File: config.mk
export PLATFORM = sky130hd
export DESIGN_NAME = spi_controller
export DESIGN_NICKNAME = d
export VERILOG_FILES = /design/src/rtl/spi_controller.sv
export SDC_FILE = /design/constraint.sdc
export NUM_CORES = 1
export LEC_CHECK = 0
export CAP_MARGIN = 20
export CORE_ASPECT_RATIO = 1.25
export CORE_MARGIN = 2
export CORE_UTILIZATION = 53
export CTS_CLUSTER_SIZE = 40
export DETAILED_ROUTE_END_ITERATION = 16
export GPL_TIMING_DRIVEN = 0
export PLACE_DENSITY = 0.78
export SLEW_MARGIN = 10
export SYNTH_ARGS = -nofsm -noshare
export SYNTH_HDL_FRONTEND = slang
export SYNTH_SLANG_ARGS = --single-unit
File: constraint.sdc
create_clock -name clk -period 2.7 [get_ports clk]
set_input_delay 0.405 -clock clk [delete_from_list [all_inputs] [get_ports clk]]
set_output_delay 0.405 -clock clk [all_outputs]
set_load 0.01 [all_outputs]
File: src/rtl/spi_controller.sv
// SPI mode-0 register-write initiator: serialises {1'b1, addr[6:0], data[7:0]}
// MSB first on ncs/sclk/copi, with every SPI output driven from a flop.
module spi_controller #(
  parameter int CLK_DIV = 4
) (
  input  logic       clk,
  input  logic       rst,
  input  logic       req_valid,
  output logic       req_ready,
  input  logic [6:0] req_addr,
  input  logic [7:0] req_data,
  output logic       busy,
  output logic       done,
  output logic       sclk,
  output logic       copi,
  output logic       ncs
);

  typedef enum logic [2:0] {
    IDLE     = 3'd0,
    SETUP    = 3'd1,
    SHIFT_HI = 3'd2,
    SHIFT_LO = 3'd3,
    GAP      = 3'd4
  } state_t;

  localparam logic [7:0] DIV_LAST = 8'(CLK_DIV - 1);

  state_t      state, state_nxt;
  logic [7:0]  div_cnt, div_nxt;
  logic [3:0]  bit_cnt, bit_nxt;
  logic [15:0] shift, shift_nxt;
  logic        ready_nxt, busy_nxt, done_nxt, sclk_nxt, copi_nxt, ncs_nxt;
  logic        phase_end, accept;

  assign phase_end = (div_cnt == DIV_LAST);
  assign accept    = req_valid && req_ready;

  // State, counters, shift register and registered outputs
  always_ff @(posedge clk or posedge rst) begin
    if (rst) begin
      state     <= IDLE;
      div_cnt   <= 8'd0;
      bit_cnt   <= 4'd0;
      shift     <= 16'd0;
      req_ready <= 1'b1;
      busy      <= 1'b0;
      done      <= 1'b0;
      sclk      <= 1'b0;
      copi      <= 1'b0;
      ncs       <= 1'b1;
    end else begin
      state     <= state_nxt;
      div_cnt   <= div_nxt;
      bit_cnt   <= bit_nxt;
      shift     <= shift_nxt;
      req_ready <= ready_nxt;
      busy      <= busy_nxt;
      done      <= done_nxt;
      sclk      <= sclk_nxt;
      copi      <= copi_nxt;
      ncs       <= ncs_nxt;
    end
  end

  // Next-state: every non-idle phase lasts exactly CLK_DIV cycles
  always_comb begin
    state_nxt = state;
    case (state)
      IDLE:     if (accept)    state_nxt = SETUP;    else state_nxt = IDLE;
      SETUP:    if (phase_end) state_nxt = SHIFT_HI; else state_nxt = SETUP;
      SHIFT_HI: if (phase_end) state_nxt = SHIFT_LO; else state_nxt = SHIFT_HI;
      SHIFT_LO: begin
        if (phase_end) begin
          if (bit_cnt == 4'd0) state_nxt = GAP;
          else                 state_nxt = SHIFT_HI;
        end else begin
          state_nxt = SHIFT_LO;
        end
      end
      GAP:      if (phase_end) state_nxt = IDLE;     else state_nxt = GAP;
      default:  state_nxt = IDLE;
    endcase
  end

  // Output and datapath next values; outputs are derived from the next state
  // so that they line up with the state register cycle for cycle
  always_comb begin
    div_nxt   = (state == IDLE || phase_end) ? 8'd0 : div_cnt + 8'd1;
    bit_nxt   = bit_cnt;
    shift_nxt = shift;
    copi_nxt  = copi;
    case (state)
      IDLE: begin
        if (accept) begin
          shift_nxt = {1'b1, req_addr, req_data};
          bit_nxt   = 4'd15;
          copi_nxt  = 1'b1;
        end else begin
          copi_nxt  = 1'b0;
        end
      end
      SHIFT_HI: begin
        // copi moves only on the falling sclk edge; bit 0 is held through the CS hold
        if (phase_end && bit_cnt != 4'd0) begin
          shift_nxt = shift << 4'd1;
          copi_nxt  = shift[14];
        end else begin
          shift_nxt = shift;
        end
      end
      SHIFT_LO: begin
        if (phase_end) begin
          if (bit_cnt == 4'd0) copi_nxt = 1'b0;
          else                 bit_nxt  = bit_cnt - 4'd1;
        end else begin
          bit_nxt = bit_cnt;
        end
      end
      GAP:     copi_nxt = 1'b0;
      default: copi_nxt = copi;
    endcase
    ncs_nxt   = !(state_nxt == SETUP || state_nxt == SHIFT_HI || state_nxt == SHIFT_LO);
    sclk_nxt  = (state_nxt == SHIFT_HI);
    ready_nxt = (state_nxt == IDLE);
    busy_nxt  = (state != IDLE) && (state_nxt != IDLE);
    done_nxt  = (state == GAP) && (state_nxt == IDLE);
  end

endmodule

==> load_flow_metrics.sql, run 1 <==
INSERT INTO impl_metrics (metric_group, metric, value, unit) VALUES
('critical_path', 'required', '2.87', 'ns'),
('pwr', 'share_of_total_power_consumed_by_net_switching', '0.2022', ''),
('critical_path', 'crit_arrival', '2.69', 'ns'),
('floorplanning', 'core_region_area', '3252', 'µm²'),
('critical_path', 'setup.worst_path.start_class', 'flop', ''),
('pwr', 'p_seq_frac', '0.554', ''),
('pwr', 'ir_worst_vdd', '375.9', 'µV'),
('sta', 'setup_repair_after_global_routing_missed_its_margin', 'false', ''),
('logic_synthesis', 'synth_compound_area_frac', '0.06392', ''),
('sta', 'maxSlewViolCount', '0', ''),
('floorplanning', 'rows', '23', ''),
('final_layout', 'design_area', '2187', 'µm²'),
('clock_network', 'path_clk_slew', '0.07', 'ns'),
('route', 'drc_errors', '0', ''),
('sta', 'timing_worst_slew_pin_value', '0.7541', 'ns'),
('sta', 'clock_skew', '0.002956', 'ns'),
('global_route', 'antenna_found_initial', '0', ''),
('logic_synthesis', 'postSynth.asyncResetShare', '1.000', ''),
('min_path', 'hold_path.class', 'flop to flop', ''),
('clock_network', 'cts_tree', 'done', ''),
('clock_network', 'postCtsResizedCells', '0', ''),
('logic_synthesis', 'dominantRegCellSynth', 'sky130_fd_sc_hd__dfrtp_1', ''),
('logic_synthesis', 'synth_top_area_share', '0.4674', ''),
('logic_synthesis', 'synth_area_in_simple_gates', '0.1759', ''),
('sta', 'max_slew_margin', '0.4965', ''),
('floorplanning', 'dieWidth', '56.42', 'µm'),
('logic_synthesis', 'post_synth_xor_area_fraction', '0.02887', ''),
('sta', 'max_freq', '0.3975', 'GHz'),
('logic_synthesis', 'synth_sequential_area_ratio', '0.4962', ''),
('pwr', 'cellPowerDensity', '444.8', 'nW/µm²'),
('sta', 'period_needed', '2.515', 'ns'),
('global_route', 'groute.usage.overall', '0.2048', ''),
('pwr', 'static-leakage-power', '1.006', 'nW'),
('clock_network', 'max-clock-path-buffers', '2', ''),
('pwr', 'p_int', '776.2', 'µW'),
('clock_network', 'number_of_buffers_created_by_cts', '5', ''),
('critical_path', 'critical_path_peak_fanout', '10', ''),
('sta', 'hold_slack', '0.5061', 'ns'),
('final_layout', 'design.final.nets', '213', ''),
('route', 'routed_wire_length_per_instance', '15.08', 'µm'),
('place', 'place.detailed.hpwl', '2508', 'µm'),
('final_layout', 'antenna_cells_inserted', '0', ''),
('global_route', 'first_global_vias', '1461', ''),
('clock_network', 'insertion_delay', '0.29', 'ns'),
('critical_path', 'startpoint_to_endpoint_class_of_the_critical_path', 'flop to flop', ''),
('logic_synthesis', 'synth_top_family_by_area', 'multiplexers', ''),
('place', 'gpl.final_weighted_congestion', '0.7798', ''),
('critical_path', 'r2r_cells', '6', ''),
('final_layout', 'finalCoreUtilization', '0.6726', ''),
('clock_network', 'cts_root_buf', 'sky130_fd_sc_hd__clkbuf_8', ''),
('logic_synthesis', 'synthTopCellsByArea', 'sky130_fd_sc_hd__dfrtp_1 (47%), sky130_fd_sc_hd__mux2_2 (19%), sky130_fd_sc_hd__nor2_1 (3.7%)', ''),
('floorplanning', 'die_h', '69.53', 'µm'),
('pwr', 'switchingPower', '196.7', 'µW'),
('logic_synthesis', 'count_of_flip_flops_with_a_built_in_enable_after_synthesis', '0', ''),
('place', 'placed_cells', '222', ''),
('sta', 'hold_violations', '0', ''),
('final_layout', 'finalNonFillerCells', '230', ''),
('critical_path', 'worst_setup_path_end_kind', 'flop', ''),
('logic_synthesis', 'synthesis.instances', '162', ''),
('min_path', 'worstHoldPathCells', '1', ''),
('floorplanning', 'floorplan.die_area', '3923', 'µm²'),
('logic_synthesis', 'yosys.area.top_type', 'sky130_fd_sc_hd__dfrtp_1', ''),
('final_layout', 'areaGrowthSynthToFinish', '20.14', '%'),
('status', 'result_of_the_run', 'complete, no violations', ''),
('global_route', 'largest_net_degree_at_the_start_of_global_routing', '37', ''),
('floorplanning', 'ioPinCount', '24', ''),
('floorplanning', 'floorplan.initialDensity', '0.5598', ''),
('sta', 'finalCritPeriodShare', '0.9316', ''),
('logic_synthesis', 'ys_warn_count', '0', ''),
('sta', 'totalNegativeSetupSlack', '0', 'ns'),
('job', 'cap_violations', '0', '');
## power by group through the flow
stage | logic, mW | clock network, mW | registers (mW)
floorplan | 0.0171 | 0 | 0.549
global placement | 0.0443 | 0 | 0.549
detailed placement | 0.0460 | 0 | 0.549
CTS | 0.0461 | 0.401 | 0.539
global route | 0.0502 | 0.425 | 0.539
finish | 0.0451 | 0.388 | 0.539
## kinds of logic (layout without fill, tap and decap cells)
logic type	after synthesis	after routing
xor+xnor	6	6
compound gates	16	16
fa+ha+maj	3	3
buf+inv	13	44
flops	36	36
simple gates	58	58
mux	30	30
## layer usage
metal  wire [µm]  up-vias  global-route usage
li1            -      629                   -
met1        1385      628              0.2160
met2        1871       30              0.3682
met3         141        6             0.05037
met4          71        0              0.1032
met5           0        -                   0
## critical path, cell delays in order (launching register included)
cell	delay (ns)
sky130_fd_sc_hd__dfrtp_1	0.41
sky130_fd_sc_hd__ha_1	0.25
sky130_fd_sc_hd__or3b_2	0.50
sky130_fd_sc_hd__nor2_2	0.35
sky130_fd_sc_hd__a31o_2	0.32
sky130_fd_sc_hd__buf_4	0.21
sky130_fd_sc_hd__mux2_2	0.36
## stage by stage
step | total power, mW | setup slack [ns]
floorplan | 0.5665 | 0.4824
global placement | 0.5937 | 0.2698
detailed placement | 0.5954 | 0.2155
CTS | 0.9863 | 0.1900
global route | 1.014 | 0.02079
finish | 0.9729 | 0.1846
## final cells by class
type                    count  area [µm²]  area share
plain buffers               7       30.03     0.01373
clock buffers               8       90.09     0.04119
inverters                   6       22.52     0.01030
multi-input cells         113       864.6      0.3953
flip-flops and latches     36       903.4      0.4130
well taps                  37       46.29     0.02117
repair buffers             23       230.2      0.1053
## final timing paths
check,to,startpoint,slack [ns]
worst max-delay path,shift[2]$_DFFE_PP0P_,div_cnt[0]$_DFF_PP0_,0.18
worst max register to register,shift[2]$_DFFE_PP0P_,div_cnt[0]$_DFF_PP0_,0.18
worst min register to register,shift[1]$_DFFE_PP0P_,shift[1]$_DFFE_PP0P_,0.51
worst min-delay path,shift[1]$_DFFE_PP0P_,shift[1]$_DFFE_PP0P_,0.51
max in group asynchronous,busy$_DFF_PP0_,rst,1.65
min in group asynchronous,div_cnt[6]$_DFF_PP0_,rst,0.57
## sequential cells by signal, summed over array words and instances, names as in the netlist
name and count:
shift 15, div_cnt 8, bit_cnt 4, state 3, busy 1, copi 1
done 1, ncs 1, req_ready 1, sclk 1
## cell usage in the layout (no fill, tap or decap), types with 5 or more instances in the layout
cell / synthesis / layout
sky130_fd_sc_hd__dfrtp_1: 34 / 34
sky130_fd_sc_hd__mux2_2: 30 / 30
sky130_fd_sc_hd__clkdlybuf4s50_1: 0 / 23
sky130_fd_sc_hd__nor2_1: 18 / 18
sky130_fd_sc_hd__clkbuf_1: 6 / 8
sky130_fd_sc_hd__nand2_1: 8 / 8
sky130_fd_sc_hd__nand3_1: 7 / 7
sky130_fd_sc_hd__clkbuf_8: 0 / 6
sky130_fd_sc_hd__inv_1: 6 / 5
sky130_fd_sc_hd__xor2_1: 5 / 5
Power figures use the tool's default switching activity.
==> run 2, diff against run 1 <==
--- a/config.mk
+++ b/config.mk
@@ -12,7 +12,7 @@
 export CTS_CLUSTER_SIZE = 40
 export DETAILED_ROUTE_END_ITERATION = 16
 export GPL_TIMING_DRIVEN = 0
-export PLACE_DENSITY = 0.78
+export PLACE_DENSITY = 0.73
 export SLEW_MARGIN = 10
 export SYNTH_ARGS = -nofsm -noshare
 export SYNTH_HDL_FRONTEND = slang
==> load_flow_metrics.sql, run 2 (synthesis gave the netlist of run 1 again) <==
INSERT INTO impl_metrics (metric_group, metric, value, unit) VALUES
('route', 'detail_route.wirelength.met1', '1377', 'µm'),
('critical_path', 'cp-startpoint', 'div_cnt[0]$_DFF_PP0_', ''),
('route', 'route.detailed.vias_per_inst', '5.687', ''),
('final_layout', 'design.final.nets', '213', ''),
('status', 'result_of_the_run', 'complete, no violations', ''),
('sta', 'totalNegativeSetupSlack', '0', 'ns'),
('place', 'placed_cells', '222', ''),
('place', 'post-place-ws', '0.1977', 'ns'),
('final_layout', 'commonest_cells_after_routing_fill_and_taps_aside', 'sky130_fd_sc_hd__dfrtp_1 (34), sky130_fd_sc_hd__mux2_2 (30), sky130_fd_sc_hd__clkdlybuf4s50_1 (23), sky130_fd_sc_hd__nor2_1 (18), sky130_fd_sc_hd__nand2_1 (8)', ''),
('sta', 'setup_repair_after_global_routing_missed_its_margin', 'false', ''),
('route', 'vias', '1308', ''),
('global_route', 'groute.usage.overall', '0.1882', ''),
('final_layout', 'final_layout_size_suffix_gt1_frac', '0.2591', ''),
('floorplanning', 'floorplan.initialDensity', '0.5598', ''),
('route', 'wirelength', '3306', 'µm'),
('sta', 'max_freq', '0.3962', 'GHz'),
('route', 'routed_wire_length_per_instance', '14.37', 'µm'),
('min_path', 'hold_path.class', 'flop to flop', ''),
('sta', 'maxSlewViolCount', '0', ''),
('final_layout', 'fillers', '261', ''),
('route', 'met3RoutedLength', '149', 'µm'),
('clock_network', 'postCtsResizedCells', '0', ''),
('sta', 'finalCritPeriodShare', '0.9348', ''),
('final_layout', 'finalNonFillerCells', '230', ''),
('critical_path', 'startpoint_to_endpoint_class_of_the_critical_path', 'flop to flop', ''),
('floorplanning', 'ioPinCount', '24', ''),
('route', 'drt.antenna.violating_nets', '0', ''),
('place', 'buffer_ports.inserted', '23', ''),
('global_route', 'antenna_found_initial', '0', ''),
('clock_network', 'insertion_delay', '0.29', 'ns'),
('critical_path', 'cp_top_family', 'simple AND/OR/NAND/NOR gates', ''),
('floorplanning', 'floorplan.die_area', '3923', 'µm²'),
('floorplanning', 'rows', '23', ''),
('sta', 'setup-violations-final', '0', ''),
('place', 'place.detailed.hpwl', '2528', 'µm'),
('pwr', 'static-leakage-power', '1.001', 'nW'),
('critical_path', 'path_cells', 'ha_1 > or3b_2 > nor2_2 > a31o_2 > buf_4 > mux2_2', ''),
('sta', 'hold_violations', '0', ''),
('critical_path', 'worst_setup_path_end_kind', 'flop', ''),
('floorplanning', 'die_h', '69.53', 'µm'),
('critical_path', 'cp.buffers_inverters', '1', ''),
('critical_path', 'cpMaxStageDelayCell', 'sky130_fd_sc_hd__or3b_2', ''),
('global_route', 'overflow', '0', ''),
('place', 'gpl.final_weighted_congestion', '0.7998', ''),
('clock_network', 'cts_root_buf', 'sky130_fd_sc_hd__clkbuf_8', ''),
('clock_network', 'cts_sinks', '36', ''),
('min_path', 'hold_path_startpoint', 'shift[14]$_DFFE_PP0P_', ''),
('critical_path', 'critPathMaxStageDelay', '0.51', 'ns'),
('route', 'met2_wire_length', '1714', 'µm'),
('route', 'top_metal_layer_carrying_routed_signals', 'met4', ''),
('final_layout', 'largest_register', 'shift', ''),
('floorplanning', 'core_region_area', '3252', 'µm²'),
('global_route', 'first_global_vias', '1367', ''),
('final_layout', 'reg_top3', 'shift (15), div_cnt (8), bit_cnt (4)', ''),
('clock_network', 'ctsHoldBuffers', '0', ''),
('final_layout', 'antenna_cells_inserted', '0', ''),
('clock_network', 'clock_tree.htree_level_count', '2', ''),
('route', 'drt_iter0_drc', '35', ''),
('job', 'cap_violations', '0', ''),
('clock_network', 'max-clock-path-buffers', '2', ''),
('clock_network', 'path_clk_slew', '0.07', 'ns'),
('sta', 'timing_worst_slew_pin_value', '0.7241', 'ns'),
('sta', 'clock_skew', '0.002700', 'ns'),
('final_layout', 'largest_register_ff_count', '15', ''),
('route', 'drc_errors', '0', ''),
('sta', 'setup_ws', '0.1762', 'ns'),
('pwr', 'ir_worst_vdd', '485.2', 'µV'),
('critical_path', 'crit-reg2reg-launch', 'div_cnt[0]$_DFF_PP0_', ''),
('global_route', 'largest_net_degree_at_the_start_of_global_routing', '37', ''),
('sta', 'period_needed', '2.524', 'ns'),
('final_layout', 'areaGrowthSynthToFinish', '19.86', '%'),
('critical_path', 'crit_arrival', '2.70', 'ns'),
('clock_network', 'post-cts-setup-buffers', '0', ''),
('critical_path', 'required', '2.88', 'ns'),
('global_route', 'grt_first_pass_wirelength', '5802', 'µm'),
('critical_path', 'critical_path_peak_fanout', '10', ''),
('floorplanning', 'dieWidth', '56.42', 'µm'),
('final_layout', 'layout.cells.most_common', 'sky130_fd_sc_hd__dfrtp_1', ''),
('pwr', 'cellPowerDensity', '435.7', 'nW/µm²'),
('clock_network', 'number_of_buffers_created_by_cts', '5', ''),
('clock_network', 'cts_tree', 'done', ''),
('sta', 'max_slew_margin', '0.5165', ''),
('route', 'drt_first_pass_iters', '4', ''),
('critical_path', 'setup.worst_path.start_class', 'flop', '');
run 2: worst paths after layout:
path	endpoint	slack, ns	depth (start not counted)
min in group asynchronous	shift[11]$_DFFE_PP0P_	0.55	2
hold reg to reg	shift[14]$_DFFE_PP0P_	0.51	1
setup / recovery	shift[9]$_DFFE_PP0P_	0.18	6
hold / removal	shift[14]$_DFFE_PP0P_	0.51	1
setup reg to reg	shift[9]$_DFFE_PP0P_	0.18	6
max in group asynchronous	bit_cnt[0]$_DFFE_PP0P_	1.68	2
run 2: layer usage:
metal | up-vias | GRT usage
li1 | 633 | -
met1 | 631 | 0.2173
met2 | 35 | 0.3269
met3 | 9 | 0.04664
met4 | 0 | 0.07672
met5 | - | 0
run 2: layout make-up:
type | instances | area, µm² | area share
plain buffers | 7 | 30.03 | 0.01376
multi-input cells | 113 | 864.6 | 0.3962
repair buffers | 23 | 230.2 | 0.1055
well taps | 37 | 46.29 | 0.02122
inverters | 6 | 22.52 | 0.01032
flip-flops and latches | 36 | 903.4 | 0.4140
clock inverters | 2 | 12.51 | 0.005734
clock buffers | 6 | 72.57 | 0.03326
run 2: metrics by stage:
stage | instance area, µm² | total power [mW] | util | hold slack (ns)
after global placement | 2097 | 0.5941 | 0.6449 | 0.4837
final | 2182 | 0.9507 | 0.6710 | 0.5107
after floorplan | 1821 | 0.5665 | - | 0.4695
after detailed placement | 2097 | 0.5956 | 0.6449 | 0.4962
after CTS | 2182 | 0.9631 | 0.6710 | 0.5133
after global routing | 2182 | 0.9877 | 0.6710 | 0.5264
run 2: report_power, final:
part           internal, mW  switching, mW  leakage (nW)
logic                0.0290         0.0163         0.500
registers             0.539              0         0.460
clock network         0.180          0.186        0.0412
